===== src/rtl/nac_alu_sequencer.sv =====
// -----------------------------------------------------------------------------
// nac_alu_sequencer
//
// Command scheduler in front of the NAC ALU core. Tensor-op commands from the
// main control FSM are queued in a small FIFO. They are issued to the ALU one
// at a time: a single-cycle alu_start pulse, with the operand fields held
// stable until alu_done. Each command retires on alu_done. Retired ops are
// counted, and a sticky timeout flag parks the sequencer in HALT if the ALU
// never answers.
//
// Ports:
//   clk, rst_n          clock, asynchronous active-low reset
//   cmd_valid/ready     command handshake (ready = queue not full)
//   cmd_opcode/src1/src2/dst/stream   command fields
//   flush               drop every queued (not in-flight) command
//   err_clear           clear sticky timeout, leave HALT
//   alu_start           one-cycle issue pulse
//   alu_opcode/src1_id/src2_id/dst_id/use_stream   held fields of issued op
//   alu_done            ALU completion pulse
//   busy                command in flight (ISSUE or WAIT)
//   queue_empty         FIFO empty
//   retired_cnt         completed-op count, wraps
//   err_timeout         sticky timeout flag
// -----------------------------------------------------------------------------
module nac_alu_sequencer #(
    parameter int FIFO_DEPTH     = 4,
    parameter int TIMEOUT_CYCLES = 4096,
    parameter int CNT_W          = 16
) (
    input  logic             clk,
    input  logic             rst_n,
    input  logic             cmd_valid,
    output logic             cmd_ready,
    input  logic [7:0]       cmd_opcode,
    input  logic [15:0]      cmd_src1,
    input  logic [15:0]      cmd_src2,
    input  logic [15:0]      cmd_dst,
    input  logic             cmd_stream,
    input  logic             flush,
    input  logic             err_clear,
    output logic             alu_start,
    output logic [7:0]       alu_opcode,
    output logic [15:0]      alu_src1_id,
    output logic [15:0]      alu_src2_id,
    output logic [15:0]      alu_dst_id,
    output logic             alu_use_stream,
    input  logic             alu_done,
    output logic             busy,
    output logic             queue_empty,
    output logic [CNT_W-1:0] retired_cnt,
    output logic             err_timeout
);

    localparam int PTR_W  = (FIFO_DEPTH > 1) ? $clog2(FIFO_DEPTH) : 1;
    localparam int FCNT_W = PTR_W + 1;
    localparam int TO_W   = (TIMEOUT_CYCLES > 1) ? $clog2(TIMEOUT_CYCLES) : 1;

    localparam logic [FCNT_W-1:0] DEPTH_C   = FCNT_W'(FIFO_DEPTH);
    localparam logic [TO_W-1:0]   TO_LAST_C = TO_W'(TIMEOUT_CYCLES - 1);

    typedef struct packed {
        logic [7:0]  opcode;
        logic [15:0] src1;
        logic [15:0] src2;
        logic [15:0] dst;
        logic        stream;
    } cmd_t;

    typedef enum logic [1:0] {
        ST_IDLE  = 2'd0,
        ST_ISSUE = 2'd1,
        ST_WAIT  = 2'd2,
        ST_HALT  = 2'd3
    } state_t;

    // ------------------------------------------------------------------
    // Command FIFO
    // ------------------------------------------------------------------
    cmd_t              fifo_mem [FIFO_DEPTH];
    logic [PTR_W-1:0]  wr_ptr_reg;
    logic [PTR_W-1:0]  rd_ptr_reg;
    logic [FCNT_W-1:0] count_reg;

    cmd_t cmd_in;
    logic fifo_full;
    logic fifo_empty;
    logic push;
    logic pop;

    assign cmd_in = '{opcode: cmd_opcode, src1: cmd_src1, src2: cmd_src2,
                      dst: cmd_dst, stream: cmd_stream};

    // Ready comes from the registered count only, so a pop in the same
    // cycle never opens a slot combinationally.
    assign fifo_full  = (count_reg == DEPTH_C);
    assign fifo_empty = (count_reg == '0);

    // A flush in the same cycle discards the offered command.
    assign push = cmd_valid && !fifo_full && !flush;

    // Storage has no reset: contents are only meaningful below count_reg.
    always_ff @(posedge clk) begin
        if (push) begin
            fifo_mem[wr_ptr_reg] <= cmd_in;
        end
    end

    always_ff @(posedge clk or negedge rst_n) begin
        if (!rst_n) begin
            wr_ptr_reg <= '0;
            rd_ptr_reg <= '0;
            count_reg  <= '0;
        end else if (flush) begin
            // An entry popped this same cycle has already been captured into
            // the issue register, so it still proceeds to ISSUE.
            wr_ptr_reg <= '0;
            rd_ptr_reg <= '0;
            count_reg  <= '0;
        end else begin
            if (push) begin
                wr_ptr_reg <= wr_ptr_reg + PTR_W'(1);
            end
            if (pop) begin
                rd_ptr_reg <= rd_ptr_reg + PTR_W'(1);
            end
            case ({push, pop})
                2'b10:   count_reg <= count_reg + FCNT_W'(1);
                2'b01:   count_reg <= count_reg - FCNT_W'(1);
                default: count_reg <= count_reg;
            endcase
        end
    end

    // ------------------------------------------------------------------
    // Issue FSM
    // ------------------------------------------------------------------
    state_t            state_reg;
    state_t            state_next;
    logic [TO_W-1:0]   to_cnt_reg;
    logic              to_clr;
    logic              to_inc;
    logic              err_reg;
    logic              err_next;
    logic              retire;
    logic [CNT_W-1:0]  retired_reg;
    cmd_t              issue_reg;

    always_comb begin
        state_next = state_reg;
        pop        = 1'b0;
        to_clr     = 1'b0;
        to_inc     = 1'b0;
        retire     = 1'b0;
        err_next   = err_reg;

        // err_clear clears the flag in any state; a timeout raised in the
        // same cycle overrides it below.
        if (err_clear) begin
            err_next = 1'b0;
        end

        case (state_reg)
            ST_IDLE: begin
                if (!fifo_empty) begin
                    pop        = 1'b1;
                    state_next = ST_ISSUE;
                end
            end
            ST_ISSUE: begin
                to_clr     = 1'b1;
                state_next = ST_WAIT;
            end
            ST_WAIT: begin
                // Done has priority over a timeout hitting in the same cycle.
                if (alu_done) begin
                    retire = 1'b1;
                    if (!fifo_empty) begin
                        pop        = 1'b1;
                        state_next = ST_ISSUE;
                    end else begin
                        state_next = ST_IDLE;
                    end
                end else if (to_cnt_reg == TO_LAST_C) begin
                    err_next   = 1'b1;
                    state_next = ST_HALT;
                end else begin
                    to_inc = 1'b1;
                end
            end
            ST_HALT: begin
                if (err_clear) begin
                    state_next = ST_IDLE;
                end
            end
            default: begin
                state_next = ST_IDLE;
            end
        endcase
    end

    always_ff @(posedge clk or negedge rst_n) begin
        if (!rst_n) begin
            state_reg   <= ST_IDLE;
            to_cnt_reg  <= '0;
            err_reg     <= 1'b0;
            retired_reg <= '0;
            issue_reg   <= '0;
        end else begin
            state_reg <= state_next;
            err_reg   <= err_next;
            if (to_clr) begin
                to_cnt_reg <= '0;
            end else if (to_inc) begin
                to_cnt_reg <= to_cnt_reg + TO_W'(1);
            end
            if (retire) begin
                retired_reg <= retired_reg + CNT_W'(1);
            end
            // Registered read of the FIFO head; fields stay put until the
            // next pop, so they remain stable through WAIT, IDLE and HALT.
            if (pop) begin
                issue_reg <= fifo_mem[rd_ptr_reg];
            end
        end
    end

    // ------------------------------------------------------------------
    // Outputs
    // ------------------------------------------------------------------
    assign cmd_ready      = !fifo_full;
    assign queue_empty    = fifo_empty;
    assign alu_start      = (state_reg == ST_ISSUE);
    assign busy           = (state_reg == ST_ISSUE) || (state_reg == ST_WAIT);
    assign alu_opcode     = issue_reg.opcode;
    assign alu_src1_id    = issue_reg.src1;
    assign alu_src2_id    = issue_reg.src2;
    assign alu_dst_id     = issue_reg.dst;
    assign alu_use_stream = issue_reg.stream;
    assign retired_cnt    = retired_reg;
    assign err_timeout    = err_reg;

endmodule


===== config.mk =====
export PLATFORM = sky130hd
export DESIGN_NAME = nac_alu_sequencer
export DESIGN_NICKNAME = d
export VERILOG_FILES = /design/src/rtl/nac_alu_sequencer.sv
export SDC_FILE = /design/constraint.sdc
export NUM_CORES = 1
export LEC_CHECK = 0
export ABC_CLOCK_PERIOD_IN_PS = 3700
export CORE_MARGIN = 3
export CORE_UTILIZATION = 40
export DETAILED_ROUTE_END_ITERATION = 12
export SETUP_SLACK_MARGIN = 0.5
export SLEW_MARGIN = 15
export SYNTH_ARGS = -nofsm -noshare
export SYNTH_HDL_FRONTEND = slang
export SYNTH_SLANG_ARGS = --single-unit

===== constraint.sdc =====
create_clock -name clk -period 3.7 [get_ports clk]
set_input_delay 0.555 -clock clk [delete_from_list [all_inputs] [get_ports clk]]
set_output_delay 0.555 -clock clk [all_outputs]
set_load 0.005 [all_outputs]

Yosys cells after proc, flatten, opt, wreduce, memory -nomap -nowiden

Memories as Yosys holds them, arrays and structs flattened. A register that Yosys moved wholly into a read port is not among the register bits.
Cells that the tools add are included.

Muxes and demuxes: 29
Reductions and logical operators: 13
Equal/unequal tests: 10
Add/subtract/negate cells: 6

Operators with widths:

| kind                                             | count |
|---|---|
| two-way mux 12 bit                               | 2 |
| adder 16 x 1 -> 16 bit, second input constant    | 1 |
| two-way mux 2 bit                                | 8 |
| two-way mux 1 bit                                | 15 |
| adder 12 x 1 -> 12 bit, second input constant    | 1 |
| == test 12 bit, second input constant            | 1 |
| case mux 2 bit (4 select lines)                  | 1 |
| == test 2 bit, second input constant             | 3 |
| case mux 3 bit (2 select lines)                  | 1 |
| nonzero test 2 bit                               | 3 |
| adder 2 x 1 -> 2 bit, second input constant      | 2 |
| == test 2 x 1 -> 1 bit, second input constant    | 2 |
| inequality test 2 bit, second input constant     | 2 |
| adder 3 x 1 -> 3 bit, second input constant      | 1 |
| == test 3 bit, second input constant             | 1 |
| logical NOT 1 bit                                | 3 |
| logical NOT 3 bit                                | 1 |
| two-way mux 3 bit                                | 1 |
| inequality test 3 bit, second input constant     | 1 |
| AND reduction 3 bit                              | 1 |
| nonzero test 3 bit                               | 1 |
| subtractor 3 x 1 -> 3 bit, second input constant | 1 |
| logical AND 1 bit                                | 2 |
| logical NOT 2 bit                                | 1 |
| other kinds (2)                                  | 2 |

Bits in registers: 38
Bits in writable memories: 228
Input bits: 63
Word-level logic and storage cells: 66
Memories: 1
Output and inout port bits: 78

Memory list:

| memory   | words | width | read ports | clocked after memory_dff | wr ports | RTL line | source |
|---|---|---|---|---|---|---|---|
| fifo_mem | 4     | 57    | 1          | 1                        | 1        | 79       | `cmd_t fifo_mem [FIFO_DEPTH];` |

Depth between registers and ports, before layout

Gate-level depths: netlist of the first run.

Depth in word-level cells: 7
Mapped depth: 11
Mapped depth without buffers: 9

Least setup slack after synthesis of the first run

Ideal clock, no wire load.

Path type: input -> register
Start: input port flush
End: memory fifo_mem[0][0] (netlist name) (enable)
Required time: 3,279 ps
Library setup time: 421 ps
Cell stages on the path: 3
Data arrival time: 2,313 ps
Buffers on the path: 1
Slack: 966 ps
Cells stage by stage: clkbuf_1 > nor2_1 > and2_1

Word-level cells in the longest chain between the ends: 4

RTL lines:

| what                                    | RTL line | source |
|---|---|---|
| from (decl)                             | 39       | `input logic flush,` |
| logical NOT 1 bit                       | 99       | `assign push = cmd_valid && !fifo_full && !flush;` |
| logical AND 1 bit                       | 99       |  |
| two-way mux 1 bit                       | 103      | `if (push) begin` |
| two-way mux 1 bit (not written as such) | 104      | `fifo_mem[wr_ptr_reg] <= cmd_in;` |
| to (decl)                               | 79       |  |

Every way passes these cells.

Worst setup path after layout of the first run

Start: register state_reg[1]
End: output port alu_start

Word-level cells in the longest chain between the ends: 1

RTL lines:

| what                   | RTL line | source |
|---|---|---|
| from (decl)            | 137      | `state_t state_reg;` |
| from (signal assigned) | 209      | `state_reg <= state_next;` |
| == test 2 x 1 -> 1 bit | 232      | `assign alu_start = (state_reg == ST_ISSUE);` |
| to (decl)              | 41       | `output logic alu_start,` |

Every way passes these cells.

==> qor.yml, run 1 <==
final_cell_area_um2: 15500
min_period_over_period_pct: 74.4
required_ns: 3.14
yosysMostFrequentCell: "edfxtp_1"
clkTransAtPathRegs_ns: 0.06
setup_slack_ns: 0.947
synth_edf_count: 228
io_pins: 141
die_h_um: 182
synth_top_cell_by_area: "edfxtp_1"
path_class: "reg -> out"
post_cts_resize_count: 0
cts.sinks: 323
dieArea_um2: 33100
setup_viol: 0
cp_max_fo: 15
start_util_pct: 41.2
cts_setup_buffers: 0
final_max_slew_viol_count: 0
worstHoldPathType: "in -> async"
cts-root-buf: "clkbuf_16"
drtIter0Drc: 330
coreArea_um2: 30000
multiInputGateArea_um2: 2980
cap_violations: 0
stdcell_count: 1315
slowest_stage: "clkdlybuf4s50_1"
synth_area_leaders: "edfxtp_1, dfrtp_1, mux4_2"
grt_overflow_total: 0
ys.flop_type: "edfxtp_1"
nets: 971
register_area_um2: 9230
fillCellCount: 2483
cts_tree: "built"
worst_ep_arrival_time_ns: 2.20
placed_cells: 1249
drive_gt1_share_pct: 15.2
cp_cell_sequence: "inv_1 > ha_1 > clkdlybuf4s50_1"
cp-start-kind: "flip-flop"
synthArstFlopShare_pct: 29.4
synthCells: 736
grt_pass1_wl_mm: 39.6
outcome: "finished clean"
synth_fp_nets: 811
ctsHtreeMaxLevel: 2
ys_warn_count: 0
antenna_found_initial: 2
track_usage_pct: 15.2
drc_errors: 0
netlist_area_um2: 12400
finalHoldViolCount: 0
rsz0062_at_grt: "false"
p_per_area_nw_per_um2: 697
p_leak_nw: 5.66
numPortBuffers: 140
skew_ns: 0.0250
relSlewSlack_pct: 36.4
hpwl_mm: 15.3
cts_max_path_buffers: 3
critPathMaxStageDelay_ns: 0.61
die_w_um: 182
area_delta_synth_final_pct: 25.3
routed_wl_mm: 25.1
synth.distinct_cells: 43
ctsHoldBuffers: 0
yosys.area.top_type_share_pct: 55.3
cpLargestDelayFamily: "buffers and inverters"
grt_pass1_vias: 6941
ant_nets: 0
dr.pass1.iters: 4
largest_register_ffs: 228
grt_max_degree: 62
pre_cts_ws_ns: 0.864
reg2regPathDepth: 7
cts_inserted_buffers: 35
place.gp.congestion: 0.741
num_rows: 63
placed_area_um2: 14300
synthTopCellsByCount: "edfxtp_1, nand2_1, dfrtp_1"
clk_latency_ns: 0.52
postLayoutCoreUtil_pct: 51.6
ys_seq_area_share_pct: 74.5
fin_crit_ns: 2.75
vias_per_cell: 4.97
setup_tns_ns: 0
wl_per_cell_um: 19.1
r2r_slack_ns: 1.17
largest_register: "fifo_mem"
ys_seq_elements: 323
fmax_mhz: 363
peakVddDrop_v: 0.000344
tightest_slew_ns: 0.949
worstSetupEndpointType: "output pin"
path_depth: 3
via_count: 6539
critPathBufInv: 2
postSynthAreaPerCell_um2: 16.8
[final timing paths]
path                            startpoint         endpoint
setup / recovery              state_reg[1]        alu_start
min in group clk           retired_cnt[15]  retired_cnt[15]
hold / removal                       rst_n    wr_ptr_reg[0]
max in group asynchronous            rst_n   alu_src2_id[7]
setup reg to reg              state_reg[0]     count_reg[0]
hold reg to reg            retired_cnt[15]  retired_cnt[15]
[cell usage in the layout, fill, tap and decap left out, types with 4 or more instances in the layout]
cell type / instances
edfxtp_1: 228
nand2_1: 179
clkdlybuf4s50_1: 139
dfrtp_1: 93
mux4_2: 57
clkbuf_16: 35
nor2_1: 19
xnor2_1: 17
buf_4: 13
ha_1: 11
nand3_1: 10
inv_1: 9
a21oi_1: 9
bufinv_16: 7
nand4_1: 6
xor2_1: 6
clkinv_2: 6
nor2b_1: 5
clkbuf_1: 5
and2_4: 4
nand2b_1: 4
clkinvlp_4: 4
[logic make-up (layout without fill, tap and decap cells)]
kind of cell | count (synthesis) | after routing | share of synthesized area (%)
adders and majority gates | 12 | 12 | 1.27
DFF | 323 | 323 | 74.5
AOI/OAI and AO/OA | 27 | 27 | 1.53
xor gates and xnor gates | 23 | 23 | 1.63
buffers and inverters | 40 | 227 | 1.48
and+or+nand+nor | 248 | 248 | 8.66
muxes | 63 | 63 | 10.9
other | 0 | 2 | 0
[layer usage]
layer / up-vias / routed length [µm] / GRT usage [%]
li1: 3050 / - / -
met1: 3305 / 11800 / 22.1
met2: 153 / 11700 / 23.9
met3: 27 / 1260 / 3.27
met4: 4 / 308 / 3.50
met5: - / 21 / 0
[worst reg2reg max path, stage by stage (launching register included)]
cell	delay, ns
dfrtp_1	0.41
inv_1	0.11
ha_1	0.29
and2_1	0.26
o21ai_4	0.15
buf_4	0.58
xnor2_1	0.25
mux2_1	0.35
[area by class of cell]
cell class                 count  area share (%)
tap                          390            3.15
timing repair buffer         154            9.86
multi-input combinational    373            19.2
inverter                       9           0.218
sequential                   323            59.5
antenna                        2          0.0323
clock buffer                  41            5.86
clock inverter                23            2.17
[through the flow]
| stage | hold WS [ns] | power, W |
|---|---|---|
| 6_report | 0.0957 | 0.0108 |
| 5_1_grt | 0.129 | 0.0114 |
| 4_1_cts | 0.107 | 0.0110 |
| 3_5_place_dp | 0.458 | 0.00723 |
| 3_3_place_gp | 0.459 | 0.00720 |
| 2_1_floorplan | 0.259 | 0.00599 |
[where the power goes]
| part | leakage [nW] | internal [W] | switching [W] |
|---|---|---|---|
| logic | 1.78 | 0.00123 | 0.00111 |
| registers | 3.28 | 0.00441 | 0.000361 |
| clock network | 0.595 | 0.00227 | 0.00142 |
(Power assumes the default switching activity.)
==> run 2, diff against run 1 <==
--- a/config.mk
+++ b/config.mk
@@ -5,7 +5,7 @@
 export SDC_FILE = /design/constraint.sdc
 export NUM_CORES = 1
 export LEC_CHECK = 0
-export ABC_CLOCK_PERIOD_IN_PS = 3700
+export ABC_CLOCK_PERIOD_IN_PS = 2500
 export CORE_MARGIN = 3
 export CORE_UTILIZATION = 40
 export DETAILED_ROUTE_END_ITERATION = 12
==> constraint.sdc (replaced) <==
create_clock -name clk -period 2.5 [get_ports clk]
set_input_delay 0.375 -clock clk [delete_from_list [all_inputs] [get_ports clk]]
set_output_delay 0.375 -clock clk [all_outputs]
set_load 0.005 [all_outputs]
==> run 2 against run 1 <==
  * Clock skew is 0.0045 ns lower
  * Power is 46% higher
  * Utilization is 0.88 points higher
  * Non-clock buffer count is 23 higher
  * Routed wire length is 2.1% higher
  * Setup slack worse by 0.54 ns
  * Global-route usage is 0.44 points higher
  * Die area stayed put
  * Largest cell class unchanged
  * Final area is 1.7% higher
  * Sequential share of layout area is 0.98 points lower
  * Clock-buffer cell count is 7 higher
==> qor.yml, run 2 (same netlist as run 1, synthesis figures left out) <==
outcome: "finished clean"
die_h_um: 182
dr.pass1.iters: 6
cts-root-buf: "clkbuf_16"
hpwl_mm: 15.7
cts_tree: "built"
largest_register_ffs: 228
nets: 995
area_delta_synth_final_pct: 27.5
cts.sinks: 323
finalHoldViolCount: 0
ctsHtreeMaxLevel: 2
coreArea_um2: 30000
rsz0062_at_grt: "true"
worst_ep_arrival_time_ns: 2.47
num_rows: 63
clkTransAtPathRegs_ns: 0.06
relSlewSlack_pct: 64.9
grt_pass1_wl_mm: 40.8
cp-start-kind: "flip-flop"
wl_per_cell_um: 19.1
largest_register: "fifo_mem"
layout_commonest_cell: "edfxtp_1"
setup_tns_ns: 0
via_count: 6659
grt_overflow_total: 0
clk_latency_ns: 0.52
path_class: "reg -> reg"
routed_wl_mm: 25.6
fmax_mhz: 479
die_w_um: 182
final_cell_mix: "edfxtp_1, nand2_1, clkdlybuf4s50_1"
pre_cts_ws_ns: 0.0367
cap_violations: 0
drive_gt1_share_pct: 18.5
cts_inserted_buffers: 36
peakVddDrop_v: 0.000634
p_leak_nw: 5.78
place.gp.congestion: 0.767
fin_crit_ns: 2.09
io_pins: 141
skew_ns: 0.0205
worstSetupEndpointType: "flip-flop"
start_util_pct: 41.2
required_ns: 2.88
setup_viol: 0
dieArea_um2: 33100
p_per_area_nw_per_um2: 1000
antenna_found_initial: 1
worstHoldPathType: "in -> async"
drc_errors: 0
cts_max_path_buffers: 3
setup_slack_ns: 0.411
final_max_slew_viol_count: 0
track_usage_pct: 15.7
tightest_slew_ns: 0.527
min_period_over_period_pct: 83.6
numPortBuffers: 140
vias_per_cell: 4.97
grt_pass1_vias: 7145
ant_nets: 0
grt_max_degree: 39
drtIter0Drc: 358
cp_max_fo: 5
-- run 2: changes by cell type in the layout (fill, tap and decap cells not counted), sizes merged, moves of 4 or more --
cell,before,now
clkinvlp,4,0
bufinv,7,1
clkbuf,41,49
buf,15,37
clkdlybuf4s50,139,135
-- run 2: critical path, cell delays in order, from the launching register on --
cell       delay (ns)
dfrtp_2          0.42
or3_4            0.41
buf_6            0.13
o21ai_4          0.07
nor2_4           0.05
fa_2             0.38
nand3_2          0.07
o21ai_1          0.05
a2111oi_1        0.37
-- run 2: metal layers --
layer  track usage [%]  share of wire (%)  routed length, µm  vias to the layer above
li1                  -                  -                  -                     3116
met1              21.0                 44              11400                     3353
met2              26.1                 49              12600                      157
met3              3.69                4.9               1250                       31
met4              3.84                1.4                371                        2
met5                 0              0.047                 12                        -
-- run 2: power breakdown --
part / internal, W / leakage [nW] / total, W / switching (W)
registers: 0.00653 / 3.28 / 0.00701 / 0.000479
clock network: 0.00294 / 0.568 / 0.00502 / 0.00208
logic: 0.00200 / 1.94 / 0.00377 / 0.00178
-- run 2: stage by stage --
stage               hold slack (ns)  instance area, µm²  cells  utilization, %  power, W
finish                        0.383               15800   1339            52.5    0.0158
floorplan                    0.0794               12400    736               -   0.00892
CTS                           0.390               15800   1338            52.5    0.0161
detailed placement            0.379               14500   1263            48.4    0.0109
global placement              0.382               14500   1263            48.4    0.0108
global route                  0.409               15800   1338            52.5    0.0167
-- run 2: layout make-up --
| class | count | area, µm² |
|---|---|---|
| fillers | 2459 | 14300 |
| flip-flops and latches | 323 | 9230 |
| multi-input cells | 373 | 3040 |
| repair buffers | 177 | 1840 |
| clock buffers | 48 | 996 |
| well taps | 390 | 488 |
| clock inverters | 18 | 145 |
| inverters | 9 | 33.8 |
| diodes | 1 | 2.50 |
-- run 2: path summary, 6_finish.rpt --
check | startpoint | depth (start not counted) | end | slack, ns
setup / recovery | count_reg[0] | 8 | count_reg[2] | 0.41
hold / removal | rst_n | 2 | to_cnt_reg[3] | 0.38
setup reg to reg | count_reg[0] | 8 | count_reg[2] | 0.41
hold reg to reg | retired_cnt[15] | 1 | retired_cnt[15] | 0.46
max in group asynchronous | rst_n | 3 | alu_src1_id[1] | 1.43
min in group clk | retired_cnt[15] | 1 | retired_cnt[15] | 0.46
-- run 2: timing repair --
item	CTS	global route
setup endpoints to repair	94	47
pin swaps	3	0
endpoints found under the hold margin	31	0
hold buffers	1	0
setup buffers	8	0
gates resized for setup	12	6
==> run 3, diff against run 2 <==
--- a/config.mk
+++ b/config.mk
@@ -5,7 +5,7 @@
 export SDC_FILE = /design/constraint.sdc
 export NUM_CORES = 1
 export LEC_CHECK = 0
-export ABC_CLOCK_PERIOD_IN_PS = 2500
+export ABC_CLOCK_PERIOD_IN_PS = 2100
 export CORE_MARGIN = 3
 export CORE_UTILIZATION = 40
 export DETAILED_ROUTE_END_ITERATION = 12
==> constraint.sdc (replaced) <==
create_clock -name clk -period 2.1 [get_ports clk]
set_input_delay 0.315 -clock clk [delete_from_list [all_inputs] [get_ports clk]]
set_output_delay 0.315 -clock clk [all_outputs]
set_load 0.005 [all_outputs]
==> run 3 against run 2 <==
  * Final cell count up 8.3%
  * Die area unchanged
  * Power up 34%
  * Global-route usage up 1.5 points
  * Clock skew up 0.0012 ns
  * Clock-buffer cell count down 3
  * Sequential cell count unchanged
  * First-iteration DRC count up 35%
  * Hold slack worse by 0.022 ns
  * Final area up 16%
==> qor.yml, run 3 (same netlist as run 1, synthesis figures left out) <==
peakVddDrop_v: 0.000652
layout_commonest_cell: "edfxtp_1"
skew_ns: 0.0217
cp-start-kind: "flip-flop"
worstHoldPathType: "in -> async"
p_per_area_nw_per_um2: 1160
drive_gt1_share_pct: 34.2
min_period_over_period_pct: 95.2
wl_per_cell_um: 21.5
largest_register_ffs: 228
drtIter0Drc: 483
grt_pass1_vias: 7441
coreArea_um2: 30000
grt_max_degree: 38
required_ns: 2.36
antenna_found_initial: 2
rsz0062_at_grt: "true"
register_area_um2: 9230
via_count: 7372
cts_max_path_buffers: 3
critPathMaxStageDelay_ns: 0.43
nets: 1110
cp_max_fo: 8
cts_inserted_buffers: 34
vias_per_cell: 5.08
fin_crit_ns: 2.00
relSlewSlack_pct: 59.4
slowest_stage: "or3b_4"
dieArea_um2: 33100
tightest_slew_ns: 0.608
fmax_mhz: 500
place.gp.congestion: 0.742
track_usage_pct: 17.1
ctsHtreeMaxLevel: 2
routed_wl_mm: 31.2
path_class: "reg -> reg"
dr.pass1.iters: 4
cpLargestDelayFamily: "simple AND/OR/NAND/NOR gates"
setup_viol: 0
cts-root-buf: "clkbuf_16"
antenna_cells: 0
setup_slack_ns: 0.101
die_w_um: 182
final_cell_area_um2: 18300
cap_violations: 0
fillCellCount: 2177
clk_latency_ns: 0.51
p_leak_nw: 7.86
io_pins: 141
start_util_pct: 41.2
pre_cts_ws_ns: -0.0677
placed_area_um2: 14700
cpMostUsedCell: "buf_6"
critPathBufInv: 4
worstSetupEndpointType: "flip-flop"
clkTransAtPathRegs_ns: 0.06
outcome: "finished clean"
finalHoldViolCount: 0
grt_overflow_total: 0
worst_ep_arrival_time_ns: 2.26
drc_errors: 0
numPortBuffers: 140
final_cell_mix: "edfxtp_1, nand2_1, dfrtp_1"
cts.sinks: 323
num_rows: 63
multiInputGateArea_um2: 3480
final_max_slew_viol_count: 0
area_delta_synth_final_pct: 47.6
largest_register: "fifo_mem"
ant_nets: 0
hpwl_mm: 16.0
hold_slack_ns: 0.361
cp_cell_sequence: "buf_6 > or3b_4 > nand2_4 > nor2_4 > buf_6 > and2_4 > buf_12 > buf_16"
die_h_um: 182
cts_tree: "built"
grt_pass1_wl_mm: 44.0
run 3: cell count changes in the layout (fill, tap and decap cells not counted), moves of 10 or more:
cell             before  now
clkbuf_16            36   46
nand2_2               1   25
buf_12               13   34
nand2_1             178  123
nand2_4               0   31
buf_4                22   66
clkdlybuf4s50_1     135   61
dlymetal6s2s_1        0   71
buf_6                 2   21
buf_16                0   22
run 3: layout make-up:
class	instances	share of cell area (%)
sequential	323	50.6
timing repair buffer	293	21.2
clock buffer	45	5.11
multi-input combinational	374	19.1
tap	390	2.67
inverter	9	0.199
clock inverter	16	1.19
run 3: stage by stage:
step / utilization, % / total power [W] / TNS, ns / std cells
global route: 60.8 / 0.0223 / 0 / 1450
floorplan: - / 0.0106 / -0.161 / 736
detailed placement: 49.0 / 0.0131 / -0.101 / 1275
global placement: 49.0 / 0.0131 / -0.0740 / 1275
finish: 60.8 / 0.0213 / 0 / 1450
CTS: 56.3 / 0.0200 / 0 / 1390
run 3: metal layers:
layer,wire (µm),global-route usage (%),up-vias
met3,1640,3.47,38
met4,527,3.75,4
met1,13200,23.5,3759
li1,-,-,3359
met5,27,0,-
met2,15700,28.6,212
run 3: final timing paths:
check / start / endpoint / slack [ns] / cells after the start
worst max-delay path: count_reg[0] / fifo_mem[3][9] / 0.10 / 8
worst min-delay path: rst_n / to_cnt_reg[10] / 0.36 / 2
worst max register to register: count_reg[0] / fifo_mem[3][9] / 0.10 / 8
worst min register to register: retired_cnt[15] / retired_cnt[15] / 0.46 / 1
max in group asynchronous: rst_n / alu_src2_id[3] / 1.12 / 3
min in group clk: cmd_stream / fifo_mem[2][0] / 0.44 / 1
run 3: power breakdown:
part	switching (W)	leakage, nW	internal, W
Sequential	0.000486	3.28	0.00777
Combinational	0.00308	4.03	0.00372
Clock	0.00244	0.552	0.00376
Total	0.00600	7.86	0.0153
run 3: what timing repair did:
item	CTS	global route
resized for setup	59	203
hold buffers	1	0
pin swaps	18	17
endpoints found under the setup margin	377	385
endpoints found under the hold margin	35	0
setup buffers	31	45
cloned	22	15
